<file path="src/rtl/uart_rx_os.sv">
// UART receiver: 16x oversampling, 3-sample majority vote, runtime frame format,
// break detection, error-tagged FWFT receive FIFO, CTS flow control, idle timeout.
module uart_rx_os #(
    parameter int FIFO_DEPTH    = 8,
    parameter int OS_RATE       = 16,
    parameter int CTS_THRESHOLD = FIFO_DEPTH - 2,
    parameter int TIMEOUT_CHARS = 4
) (
    input  logic                          clk,
    input  logic                          rst_n,
    input  logic                          tick_os_i,
    input  logic                          rx_i,
    input  logic                          rx_enable_i,
    input  logic [1:0]                    cfg_data_bits_i,
    input  logic [1:0]                    cfg_parity_i,
    input  logic                          cfg_stop2_i,
    input  logic                          flush_i,
    output logic [7:0]                    rx_d_o,
    output logic [2:0]                    rx_err_o,
    output logic                          rx_d_valid_o,
    input  logic                          rx_d_ready_i,
    output logic [$clog2(FIFO_DEPTH):0]   rx_level_o,
    output logic                          rx_cts_n_o,
    output logic                          overrun_o,
    output logic                          timeout_o,
    output logic                          wakeup_o
);

    localparam int AW     = $clog2(FIFO_DEPTH);
    localparam int LW     = AW + 1;
    localparam int TW     = $clog2(OS_RATE);
    localparam int TO_LIM = TIMEOUT_CHARS * 10 * OS_RATE;
    localparam int OW     = $clog2(TO_LIM + 1);

    localparam logic [TW-1:0] TC_S0  = TW'(OS_RATE / 2 - 1);
    localparam logic [TW-1:0] TC_S1  = TW'(OS_RATE / 2);
    localparam logic [TW-1:0] TC_DEC = TW'(OS_RATE / 2 + 1);
    localparam logic [TW-1:0] TC_END = TW'(OS_RATE - 1);
    localparam logic [LW-1:0] LVL_FULL = LW'(FIFO_DEPTH);
    localparam logic [LW-1:0] LVL_CTS  = LW'(CTS_THRESHOLD);
    localparam logic [OW-1:0] TO_LAST  = OW'(TO_LIM - 1);

    typedef enum logic [2:0] {
        S_IDLE, S_START, S_DATA, S_PARITY, S_STOP1, S_STOP2, S_BRK
    } state_e;

    state_e state_q, state_d;

    logic [1:0]    sync_q;
    logic          rx_s;
    logic [TW-1:0] tc_q;
    logic [2:0]    bitcnt_q;
    logic [7:0]    data_q;
    logic          s0_q, s1_q;
    logic          perr_q, parbit_q, frame_q;
    logic [1:0]    cfg_bits_q, cfg_par_q;
    logic          cfg_stop2_q;

    logic          maj, dec, bit_end, start_det;
    logic          par_en, last_bit, brk, perr_d;
    logic          push;
    logic [10:0]   push_word;

    logic [10:0]   mem [FIFO_DEPTH];
    logic [AW-1:0] wr_ptr_q, rd_ptr_q;
    logic [LW-1:0] level_q;
    logic          ovr_q, cts_q, to_q;
    logic [OW-1:0] to_cnt_q;
    logic          full, pop, do_push, do_pop;
    logic [10:0]   head;

    always_ff @(posedge clk or negedge rst_n) begin
        if (!rst_n) sync_q <= 2'b11;
        else        sync_q <= {sync_q[0], rx_i};
    end
    assign rx_s = sync_q[1];

    assign maj       = (s0_q & s1_q) | (s0_q & rx_s) | (s1_q & rx_s);
    assign dec       = tick_os_i & (tc_q == TC_DEC);
    assign bit_end   = tick_os_i & (tc_q == TC_END);
    assign start_det = tick_os_i & rx_enable_i & (state_q == S_IDLE) & ~rx_s;
    assign par_en    = ^cfg_par_q;
    assign last_bit  = bitcnt_q == (3'd4 + {1'b0, cfg_bits_q});
    assign brk       = (data_q == 8'h00) & ~(par_en & parbit_q) & ~maj;
    assign perr_d    = (^data_q) ^ maj ^ (cfg_par_q == 2'b10);

    // State register
    always_ff @(posedge clk or negedge rst_n) begin
        if (!rst_n) state_q <= S_IDLE;
        else        state_q <= state_d;
    end

    // Next-state logic
    always_comb begin
        state_d = state_q;
        if (!rx_enable_i) begin
            state_d = S_IDLE;
        end else if (tick_os_i) begin
            unique case (state_q)
                S_IDLE:   if (!rx_s) state_d = S_START;
                S_START: begin
                    if (dec && maj)   state_d = S_IDLE;
                    else if (bit_end) state_d = S_DATA;
                end
                S_DATA: begin
                    if (bit_end && last_bit)
                        state_d = par_en ? S_PARITY : S_STOP1;
                end
                S_PARITY: if (bit_end) state_d = S_STOP1;
                S_STOP1: begin
                    if (dec && brk)               state_d = S_BRK;
                    else if (dec && !cfg_stop2_q) state_d = S_IDLE;
                    else if (bit_end)             state_d = S_STOP2;
                end
                S_STOP2:  if (dec) state_d = S_IDLE;
                S_BRK:    if (rx_s) state_d = S_IDLE;
                default:  state_d = S_IDLE;
            endcase
        end
    end

    // Output logic: character push on the stop-bit decision tick
    always_comb begin
        push      = 1'b0;
        push_word = {1'b0, ~maj, perr_q, data_q};
        unique case (state_q)
            S_STOP1: begin
                if (dec && (brk || !cfg_stop2_q)) push = rx_enable_i;
                if (brk) push_word = {2'b11, perr_q, 8'h00};
            end
            S_STOP2: begin
                push      = dec & rx_enable_i;
                push_word = {1'b0, frame_q | ~maj, perr_q, data_q};
            end
            default: ;
        endcase
    end

    always_ff @(posedge clk or negedge rst_n) begin
        if (!rst_n) begin
            tc_q        <= '0;
            bitcnt_q    <= '0;
            data_q      <= '0;
            s0_q        <= 1'b1;
            s1_q        <= 1'b1;
            perr_q      <= 1'b0;
            parbit_q    <= 1'b0;
            frame_q     <= 1'b0;
            cfg_bits_q  <= '0;
            cfg_par_q   <= '0;
            cfg_stop2_q <= 1'b0;
        end else if (start_det) begin
            tc_q        <= TW'(1);
            bitcnt_q    <= '0;
            data_q      <= '0;
            perr_q      <= 1'b0;
            parbit_q    <= 1'b0;
            frame_q     <= 1'b0;
            cfg_bits_q  <= cfg_data_bits_i;
            cfg_par_q   <= cfg_parity_i;
            cfg_stop2_q <= cfg_stop2_i;
        end else if (tick_os_i && state_q != S_IDLE && state_q != S_BRK) begin
            tc_q <= (tc_q == TC_END) ? '0 : tc_q + 1'b1;
            if (tc_q == TC_S0) s0_q <= rx_s;
            if (tc_q == TC_S1) s1_q <= rx_s;
            if (dec) begin
                unique case (state_q)
                    S_DATA:   data_q[bitcnt_q] <= maj;
                    S_PARITY: begin
                        perr_q   <= perr_d;
                        parbit_q <= maj;
                    end
                    S_STOP1:  frame_q <= ~maj;
                    default: ;
                endcase
            end
            if (bit_end && state_q == S_DATA && !last_bit)
                bitcnt_q <= bitcnt_q + 1'b1;
        end
    end

    assign wakeup_o = state_q != S_IDLE;

    assign full    = level_q == LVL_FULL;
    assign pop     = rx_d_valid_o & rx_d_ready_i;
    assign do_push = push & ~flush_i & (~full | pop);
    assign do_pop  = pop & ~flush_i;
    assign head    = mem[rd_ptr_q];

    always_ff @(posedge clk) begin
        if (do_push) mem[wr_ptr_q] <= push_word;
    end

    always_ff @(posedge clk or negedge rst_n) begin
        if (!rst_n) begin
            wr_ptr_q <= '0;
            rd_ptr_q <= '0;
            level_q  <= '0;
            ovr_q    <= 1'b0;
        end else if (flush_i) begin
            wr_ptr_q <= '0;
            rd_ptr_q <= '0;
            level_q  <= '0;
            ovr_q    <= 1'b0;
        end else begin
            if (do_push) wr_ptr_q <= wr_ptr_q + 1'b1;
            if (do_pop)  rd_ptr_q <= rd_ptr_q + 1'b1;
            level_q <= level_q + LW'(do_push) - LW'(do_pop);
            if (push && full && !pop) ovr_q <= 1'b1;
        end
    end

    always_ff @(posedge clk or negedge rst_n) begin
        if (!rst_n) cts_q <= 1'b1;
        else        cts_q <= ~rx_enable_i | (level_q >= LVL_CTS);
    end

    // Idle timeout counts ticks only while idle with data waiting
    always_ff @(posedge clk or negedge rst_n) begin
        if (!rst_n) begin
            to_cnt_q <= '0;
            to_q     <= 1'b0;
        end else if (flush_i || pop || start_det) begin
            to_cnt_q <= '0;
            to_q     <= 1'b0;
        end else if (tick_os_i && state_q == S_IDLE && level_q != '0 && !to_q) begin
            to_cnt_q <= to_cnt_q + 1'b1;
            if (to_cnt_q == TO_LAST) to_q <= 1'b1;
        end
    end

    assign rx_d_valid_o = level_q != '0;
    assign rx_d_o       = rx_d_valid_o ? head[7:0] : 8'h00;
    assign rx_err_o     = rx_d_valid_o ? head[10:8] : 3'b000;
    assign rx_level_o   = level_q;
    assign rx_cts_n_o   = cts_q;
    assign overrun_o    = ovr_q;
    assign timeout_o    = to_q;

endmodule

</file>
<file path="config.mk">
export PLATFORM = sky130hd
export DESIGN_NAME = uart_rx_os
export DESIGN_NICKNAME = d
export VERILOG_FILES = /design/src/rtl/uart_rx_os.sv
export SDC_FILE = /design/constraint.sdc
export NUM_CORES = 1
export LEC_CHECK = 0
export BUFFER_PORTS_ARGS = -buffer_cell sky130_fd_sc_hd__buf_2
export CAP_MARGIN = 20
export CORE_MARGIN = 2
export CORE_UTILIZATION = 35
export DETAILED_ROUTE_END_ITERATION = 7
export GPL_TIMING_DRIVEN = 0
export PLACE_DENSITY = 0.58
export SETUP_SLACK_MARGIN = 0.1
export SLEW_MARGIN = 30
export SYNTH_ARGS = -nofsm -noshare
export SYNTH_HDL_FRONTEND = slang
export SYNTH_SLANG_ARGS = --single-unit
</file>
<file path="constraint.sdc">
create_clock -name clk -period 4 [get_ports clk]
set_input_delay 0.8 -clock clk [delete_from_list [all_inputs] [get_ports clk]]
set_output_delay 0.8 -clock clk [all_outputs]
set_load 0.05 [all_outputs]
</file>
==> metrics.md, run 1 <==
| Metric | Value |
|---|---|
| Status | complete, no violations |
| Hold path start | sync_q[0] |
| Worst EP arrival | 2580 ps |
| Peak supply drop | 0.317 mV |
| Crit Path Class | flop to primary output |
| Final hold vios | 0 |
| Crit path buf inv count | 3 |
| Minimum clock period | 3380 ps |
| First drt pass iteration count | 4 |
| Setup TNS | 0 ps |
| Hold path cells | 0 |
| Syn nets | 511 |
| Avg Inst Size Synth | 13.6 sq um |
| Port Buffers | 30 |
| Row count | 49 |
| Post-CTS Setup Inserts | 0 |
| Syn Inst Count | 479 |
| Critical path capture point type | primary output |
| Layout cells sized above 1 | 21.6% |
| CTS tree | done |
| Period utilisation layout | 84.4% |
| Register area | 3980 sq um |
| Fmax | 0.296 GHz |
| Io pins | 32 |
| Antenna violations before repair | 0 |
| Power Density | 558 nW/um^2 |
| Slew Viols, Final | 0 |
| Area grow syn2layout | 16.1% |
| Fin Clk Skew | 7.49 ps |
| Relative slew slack | 39.5% |
| FFs w/ async S/R, synth | 37.6% |
| EDFF count, synth | 88 |
| Hold Path Class | flop to flop |
| Clk buf depth | 2 |
| Vias | 3,945 |
| Chip Width | 140 microns |
| FF-to-FF Start | data_q[2] |
| Number of global-route vias before repair | 4,143 |
| Num CTS Buffers | 17 |
| CP dominant cell by count | buf_2 |
| Hold Buf Count CTS | 0 |
| Worst-Margin Slew | 908 ps |
| DIE AREA | 19,700 sq um |
| Grt total ovfl | 0 |
| Resize count post-CTS | 0 |
| RSZ-0062 raised after global routing | no |
| Largest net degree at the start of global routing | 54 |
| # setup viols final | 0 |
| Syn Std Cell Area | 6500 sq um |
| Sequential share of the synthesized area | 61.1% |
| CP max FO | 10 |
| Netlist cell types | 52 |
| Die Height | 140 microns |
| Worst hold endpoint | sync_q[1] |
| CP Cell Sequence | clkbuf_1, buf_2, mux4_2, mux2i_1, nor2_1, buf_2 |
| Commonest non-fill, non-tap cells in the layout | edfxtp_1 (88), nor2_1 (58), dfrtp_1 (48), buf_2 (34), mux2i_1 (25) |
| R2r setup slk | 770 ps |
| DRC viols | 0 |
| Commonest non-fill, non-tap cell in the layout | edfxtp_1 |
| Clock transition at path regs | 60 ps |
| DP Area | 6980 sq um |
| Cell family with most CP delay | buffers and inverters |
| Initial Utilization | 35.9% |
| Area of the multi-input gates | 2380 sq um |
| Wire length per cell | 17.1 microns |
| # H-tree levels | 4 |
| Reg2reg path depth | 12 |
| Critical path's slowest cell | mux4_2 |
| Filler Cell Count | 1,662 |
| Total routed wirelength | 13,200 microns |
| Sink Count | 141 |
| Maximum Capacitance Violations | 0 |
| Clk_lat worst skew | 420 ps |
| Max stage delay on crit path | 570 ps |
| Finished Cell Area | 7550 sq um |
| Worst setup SP type | flop |
| R2r endpoint | rx_level_o[2] |
| Gpl congestion | 0.847 |
| DRT iter0 DRCs | 230 |
| Via density | 5.12 |
| P_leak | 2.94 nW |
| Final HPWL DP | 8920 microns |
| Core Box Area | 18,100 sq um |
| Final net count | 561 |
| Count of antenna-violating nets left after detailed routing | 0 |
| Critical path required time | 3200 ps |
| Clock Tree Root | clkbuf_16 |
| Antenna Cells | 0 |
| Register bit count reported by yosys | 141 |
| Total track usage | 14.6% |
| Global-route wire length before repair | 21,900 microns |
| Post-synth top flop | edfxtp_1 |
| Syn. warnings | 0 |
==> metal layers <==
metal / global-route usage (%) / routed length (microns)
met5: 0 / 0
met4: 5.64 / 158
met3: 3.35 / 442
met2: 24.1 / 6510
met1: 18.7 / 6100
==> sequential cells by signal, indices dropped and copies added (netlist names), 2 cells and up <==
name / count
bitcnt_q: 3
cfg_bits_q: 2
cfg_par_q: 2
data_q: 8
mem: 88
rd_ptr_q: 3
rx_level_o: 4
state_q: 3
sync_q: 2
tc_q: 4
to_cnt_q: 10
wr_ptr_q: 3
==> metrics by stage <==
| stage | instances | setup slack, ps | util (%) | power (W) | hold WS (ps) |
|---|---|---|---|---|---|
| final | 771 | 623 | 41.7 | 0.00421 | 356 |
| after global routing | 771 | 447 | 41.7 | 0.00443 | 366 |
| after CTS | 771 | 552 | 41.7 | 0.00426 | 356 |
| after detailed placement | 739 | 734 | 38.6 | 0.00275 | 347 |
| after global placement | 738 | 38.0 | 38.4 | 0.00273 | 347 |
| after floorplan | 479 | 767 | - | 0.00248 | 345 |
==> worst max path at each step <==
| stage | cells after the start | start | slack [ps] | end |
|---|---|---|---|---|
| after global routing | 6 | rx_level_o[2] | 450 | rx_d_o[2] |
| after floorplan | 12 | rx_level_o[2] | 770 | rx_level_o[2] |
| after CTS | 6 | rd_ptr_q[0] | 550 | rx_err_o[1] |
| after global placement | 5 | tick_os_i | 40 | mem[0][3] |
| after detailed placement | 10 | tick_os_i | 730 | rx_level_o[2] |
| final | 6 | rd_ptr_q[0] | 620 | rx_err_o[1] |
==> synthesized netlist by cell type (4+ instances only) <==
| library cell | number | area [sq um] |
|---|---|---|
| a21oi_1 | 14 | 70.1 |
| and3_1 | 4 | 25.0 |
| buf_2 | 5 | 25.0 |
| clkbuf_1 | 17 | 63.8 |
| dfrtp_1 | 48 | 1200 |
| dfstp_2 | 5 | 131 |
| edfxtp_1 | 88 | 2640 |
| ha_1 | 19 | 238 |
| inv_1 | 21 | 78.8 |
| mux2_2 | 6 | 67.6 |
| mux2i_1 | 25 | 250 |
| mux4_2 | 22 | 495 |
| nand2_1 | 19 | 71.3 |
| nand2b_1 | 5 | 31.3 |
| nand3_1 | 10 | 50.1 |
| nand3b_1 | 4 | 30.0 |
| nand4_1 | 8 | 50.1 |
| nor2_1 | 64 | 240 |
| nor2b_1 | 8 | 50.1 |
| nor3_1 | 5 | 25.0 |
| nor4b_1 | 5 | 43.8 |
| o21ai_0 | 9 | 45.0 |
| o31ai_1 | 4 | 30.0 |
| or3_1 | 5 | 31.3 |
| xnor2_1 | 9 | 78.8 |
| xor2_1 | 12 | 105 |
==> power breakdown <==
part,internal [W],switching (W),total [W]
clock network,0.000866,0.000636,0.00150
registers,0.00160,0.0000536,0.00166
logic,0.000346,0.000704,0.00105
==> cells by family after synthesis <==
family	Yosys count	share of synthesized area (%)
and+or+nand+nor	155	12.5
xor gates and xnor gates	21	2.83
muxes	53	12.5
DFF	141	61.1
buffers and inverters	46	2.75
AOI/OAI and AO/OA	42	4.10
adders and majority gates	21	4.14
==> area by class of cell <==
| type | count | share of cell area (%) |
|---|---|---|
| clock inverter | 14 | 1.79 |
| buffer | 25 | 1.33 |
| timing repair buffer | 31 | 2.17 |
| clock buffer | 18 | 5.69 |
| tap | 229 | 3.80 |
| inverter | 21 | 1.04 |
| sequential | 141 | 52.7 |
| multi-input combinational | 292 | 31.5 |
(Power assumes the default switching activity.)
==> inputs of run 2 (changes only) <==
--- a/config.mk
+++ b/config.mk
@@ -5,6 +5,7 @@
 export SDC_FILE = /design/constraint.sdc
 export NUM_CORES = 1
 export LEC_CHECK = 0
+export ABC_AREA = 1
 export BUFFER_PORTS_ARGS = -buffer_cell sky130_fd_sc_hd__buf_2
 export CAP_MARGIN = 20
 export CORE_MARGIN = 2
==> constraint.sdc (replaced) <==
create_clock -name clk -period 3.48 [get_ports clk]
set_input_delay 0.696 -clock clk [delete_from_list [all_inputs] [get_ports clk]]
set_output_delay 0.696 -clock clk [all_outputs]
set_load 0.05 [all_outputs]
==> run 2 against run 1 <==
Against the previous run: clock skew is 0.58 ps lower; first-iteration DRC count up 32%; non-clock buffer count stayed put; worst hold slack got worse by 31 ps; sequential share of layout area decreased by 1.3 points; sequential power is 20% higher.
==> metrics.md, run 2 <==
| Metric | Value |
|---|---|
| Worst setup SP type | flop |
| # setup viols final | 0 (unchanged) |
| Syn Std Cell Area | 6640 sq um (+2.2%) |
| Minimum clock period | 3210 ps |
| Total track usage | 16.0% (+1.4 points) |
| Most flops, register | mem |
| Top post-synthesis cells by area | edfxtp_1 (40%), dfrtp_1 (18%), nor2_1 (7.1%) |
| Clock Tree Root | clkbuf_16 |
| Hold Path Class | primary input to asynchronous set/reset pin |
| Final hold vios | 0 (unchanged) |
| FFs w/ async S/R, synth | 37.6% (unchanged) |
| Peak supply drop | 0.500 mV (+58%) |
| Gpl congestion | 0.808 (-4.6%) |
| R2r setup slk | 590 ps (-180 ps) |
| Register bit count reported by yosys | 141 (unchanged) |
| Relative slew slack | 50.7% (+11 points) |
| Critical path required time | 2780 ps (-420 ps) |
| Clk buf depth | 2 (unchanged) |
| P_leak | 3.17 nW (+7.8%) |
| Crit Path Class | flop to primary output |
| Largest register FFs | 88 (unchanged) |
| Post-CTS Setup Inserts | 0 (unchanged) |
| Register area | 3980 sq um (unchanged) |
| Global-route wire length before repair | 24,700 microns (+13%) |
| Reg2reg path depth | 14 (+2) |
| Core Util, Final | 41.5% (-0.25 points) |
| Layout cells sized above 1 | 15.5% (-6.1 points) |
| Largest net degree at the start of global routing | 54 (unchanged) |
| Filler Cell Count | 1,808 (+8.8%) |
| Final net count | 743 (+32%) |
| Pre-CTS setup slack | 561 ps (-173 ps) |
| Avg Inst Size Synth | 10.1 sq um (-25%) |
| CTS tree | done |
| Worst EP arrival | 2510 ps (-70 ps) |
| Total routed wirelength | 15,000 microns (+14%) |
| Antenna violations before repair | 0 (unchanged) |
| DP Area | 7150 sq um (+2.4%) |
| Min Hold Slack | 324 ps (-31.4 ps) |
| Status | complete, no violations |
| Sink Count | 141 (unchanged) |
| DRT iter0 DRCs | 303 (+32%) |
| Antenna Cells | 0 (unchanged) |
| Synth top cells by count | nor2_1 (126), edfxtp_1 (88), nand2_1 (80), inv_1 (64), o21ai_0 (60) |
| Share of Yosys cell area claimed by the top area cell type | 39.8% (-0.87 points) |
| Clk_lat worst skew | 420 ps (about the same) |
| Final setup margin | 274 ps (-349 ps) |
| Finished Cell Area | 7730 sq um (+2.5%) |
| RSZ-0062 raised after global routing | no |
| First drt pass iteration count | 4 (unchanged) |
| Worst-Margin Slew | 739 ps (-169 ps) |
| Resize count post-CTS | 0 (unchanged) |
| Syn. warnings | 0 (unchanged) |
| Syn nets | 689 (+35%) |
| Fin Clk Skew | 6.92 ps (-0.579 ps) |
| Count leader, synth | nor2_1 |
| Syn Inst Count | 657 (+37%) |
| Wire length per cell | 15.7 microns (-8.6%) |
| Via density | 4.93 (-3.6%) |
| Row count | 50 (+2.0%) |
| Clock transition at path regs | 60 ps (about the same) |
| Port Buffers | 31 (+3.3%) |
| Area of the multi-input gates | 2340 sq um (-1.5%) |
| Count of antenna-violating nets left after detailed routing | 0 (unchanged) |
| Netlist cell types | 40 (-23%) |
| Area grow syn2layout | 16.4% |
| Power Density | 702 nW/um^2 (+26%) |
| Initial Utilization | 35.6% (-0.31 points) |
| Number of global-route vias before repair | 4,685 (+13%) |
| Max stage delay on crit path | 510 ps (-60 ps) |
| R2r endpoint | rx_level_o[2] |
| DIE AREA | 20,100 sq um (+2.1%) |
| Commonest non-fill, non-tap cell in the layout | nor2_1 |
| CP max FO | 10 (unchanged) |
| DRC viols | 0 (unchanged) |
| Vias | 4,726 (+20%) |
| Chip Width | 142 microns (+1.1%) |
| FF-to-FF Start | rx_level_o[2] |
| # H-tree levels | 4 (unchanged) |
| Critical path's slowest cell | clkbuf_1 |
| Core Box Area | 18,600 sq um (+3.1%) |
| Io pins | 32 (unchanged) |
| Synth area leader | edfxtp_1 |
| Critical path capture point type | primary output |
| Hold Buf Count CTS | 0 (unchanged) |
| Fmax | 0.312 GHz |
| CP Cell Sequence | buf_2, clkbuf_1, o21ai_0, o32ai_1, o21ai_0, nor2_1, buf_2 |
| Maximum Capacitance Violations | 0 (unchanged) |
| Die Height | 142 microns (+1.1%) |
| Num CTS Buffers | 17 (unchanged) |
| Post-synth top flop | edfxtp_1 |
| Period utilisation layout | 92.1% |
| Regs by FF count | mem (88), to_cnt_q (10), data_q (8) |
| Commonest non-fill, non-tap cells in the layout | nor2_1 (122), edfxtp_1 (88), nand2_1 (80), inv_1 (64), o21ai_0 (59) |
| Sequential share of the synthesized area | 59.8% (-1.3 points) |
| EDFF count, synth | 88 (unchanged) |
| Grt total ovfl | 0 (unchanged) |
| Slew Viols, Final | 0 (unchanged) |
| Setup TNS | 0 ps (unchanged) |
| Final HPWL DP | 10,400 microns (+17%) |
==> run 2: cell count changes after synthesis, moves of 6 or more <==
cell and delta:
inv_1 +43, o32ai_1 +20, mux2i_1 -25, mux4_2 -22
clkbuf_1 -6, nor3_1 +8, nand3_1 +24, nor2b_1 -8
mux2_2 -6, nand2_1 +61, o21ai_0 +51, nor2_1 +62
==> run 2: critical path, delay by kind of cell, from the launching register on <==
kind	cells	cell delay, ps
AOI/OAI and AO/OA	3	530
buffers and inverters	3	1050
DFF	1	350
and+or+nand+nor	1	170
==> run 2: metrics by stage <==
stage                     power (W)  std cells
after global placement      0.00367        922
final                       0.00543        958
after detailed placement    0.00368        926
after global routing        0.00571        958
after CTS                   0.00547        958
after floorplan             0.00323        657
==> run 2: power breakdown <==
group | total [W] | internal, W | switching, W
logic | 0.00166 | 0.000439 | 0.00122
registers | 0.00199 | 0.00189 | 0.0000941
clock network | 0.00178 | 0.00106 | 0.000721
==> run 2: worst max path at each step <==
| stage | slack (ps) | end | from |
|---|---|---|---|
| after floorplan | 190 | rx_d_o[0] | rx_level_o[2] |
| after global placement | -20 | mem[7][4] | tick_os_i |
| after detailed placement | 560 | rx_level_o[2] | tick_os_i |
| after CTS | 220 | rx_err_o[0] | rd_ptr_q[0] |
| after global routing | 110 | rx_d_o[7] | rd_ptr_q[0] |
| final | 270 | rx_err_o[2] | rd_ptr_q[0] |
==> run 2: kinds of logic after synthesis <==
group,Yosys count,share of synthesized area [%]
buffers and inverters,92,5.37
and+or+nand+nor,285,19.8
AOI/OAI and AO/OA,106,9.36
DFF,141,59.8
adders and majority gates,20,3.88
xor gates and xnor gates,13,1.71
==> run 2: layout make-up <==
cell class / instances / share of cell area [%]
tap: 234 / 3.79
clock buffer: 19 / 5.60
inverter: 71 / 3.46
buffer: 21 / 1.18
timing repair buffer: 35 / 2.48
sequential: 141 / 51.4
clock inverter: 13 / 1.81
multi-input combinational: 424 / 30.3
==> run 2: layer usage <==
metal / vias up / routed length (microns) / track usage, %
li1: 2366 / - / -
met1: 2244 / 7080 / 21.5
met2: 97 / 7010 / 25.3
met3: 19 / 665 / 4.22
met4: 0 / 248 / 5.47
met5: - / 0 / 0
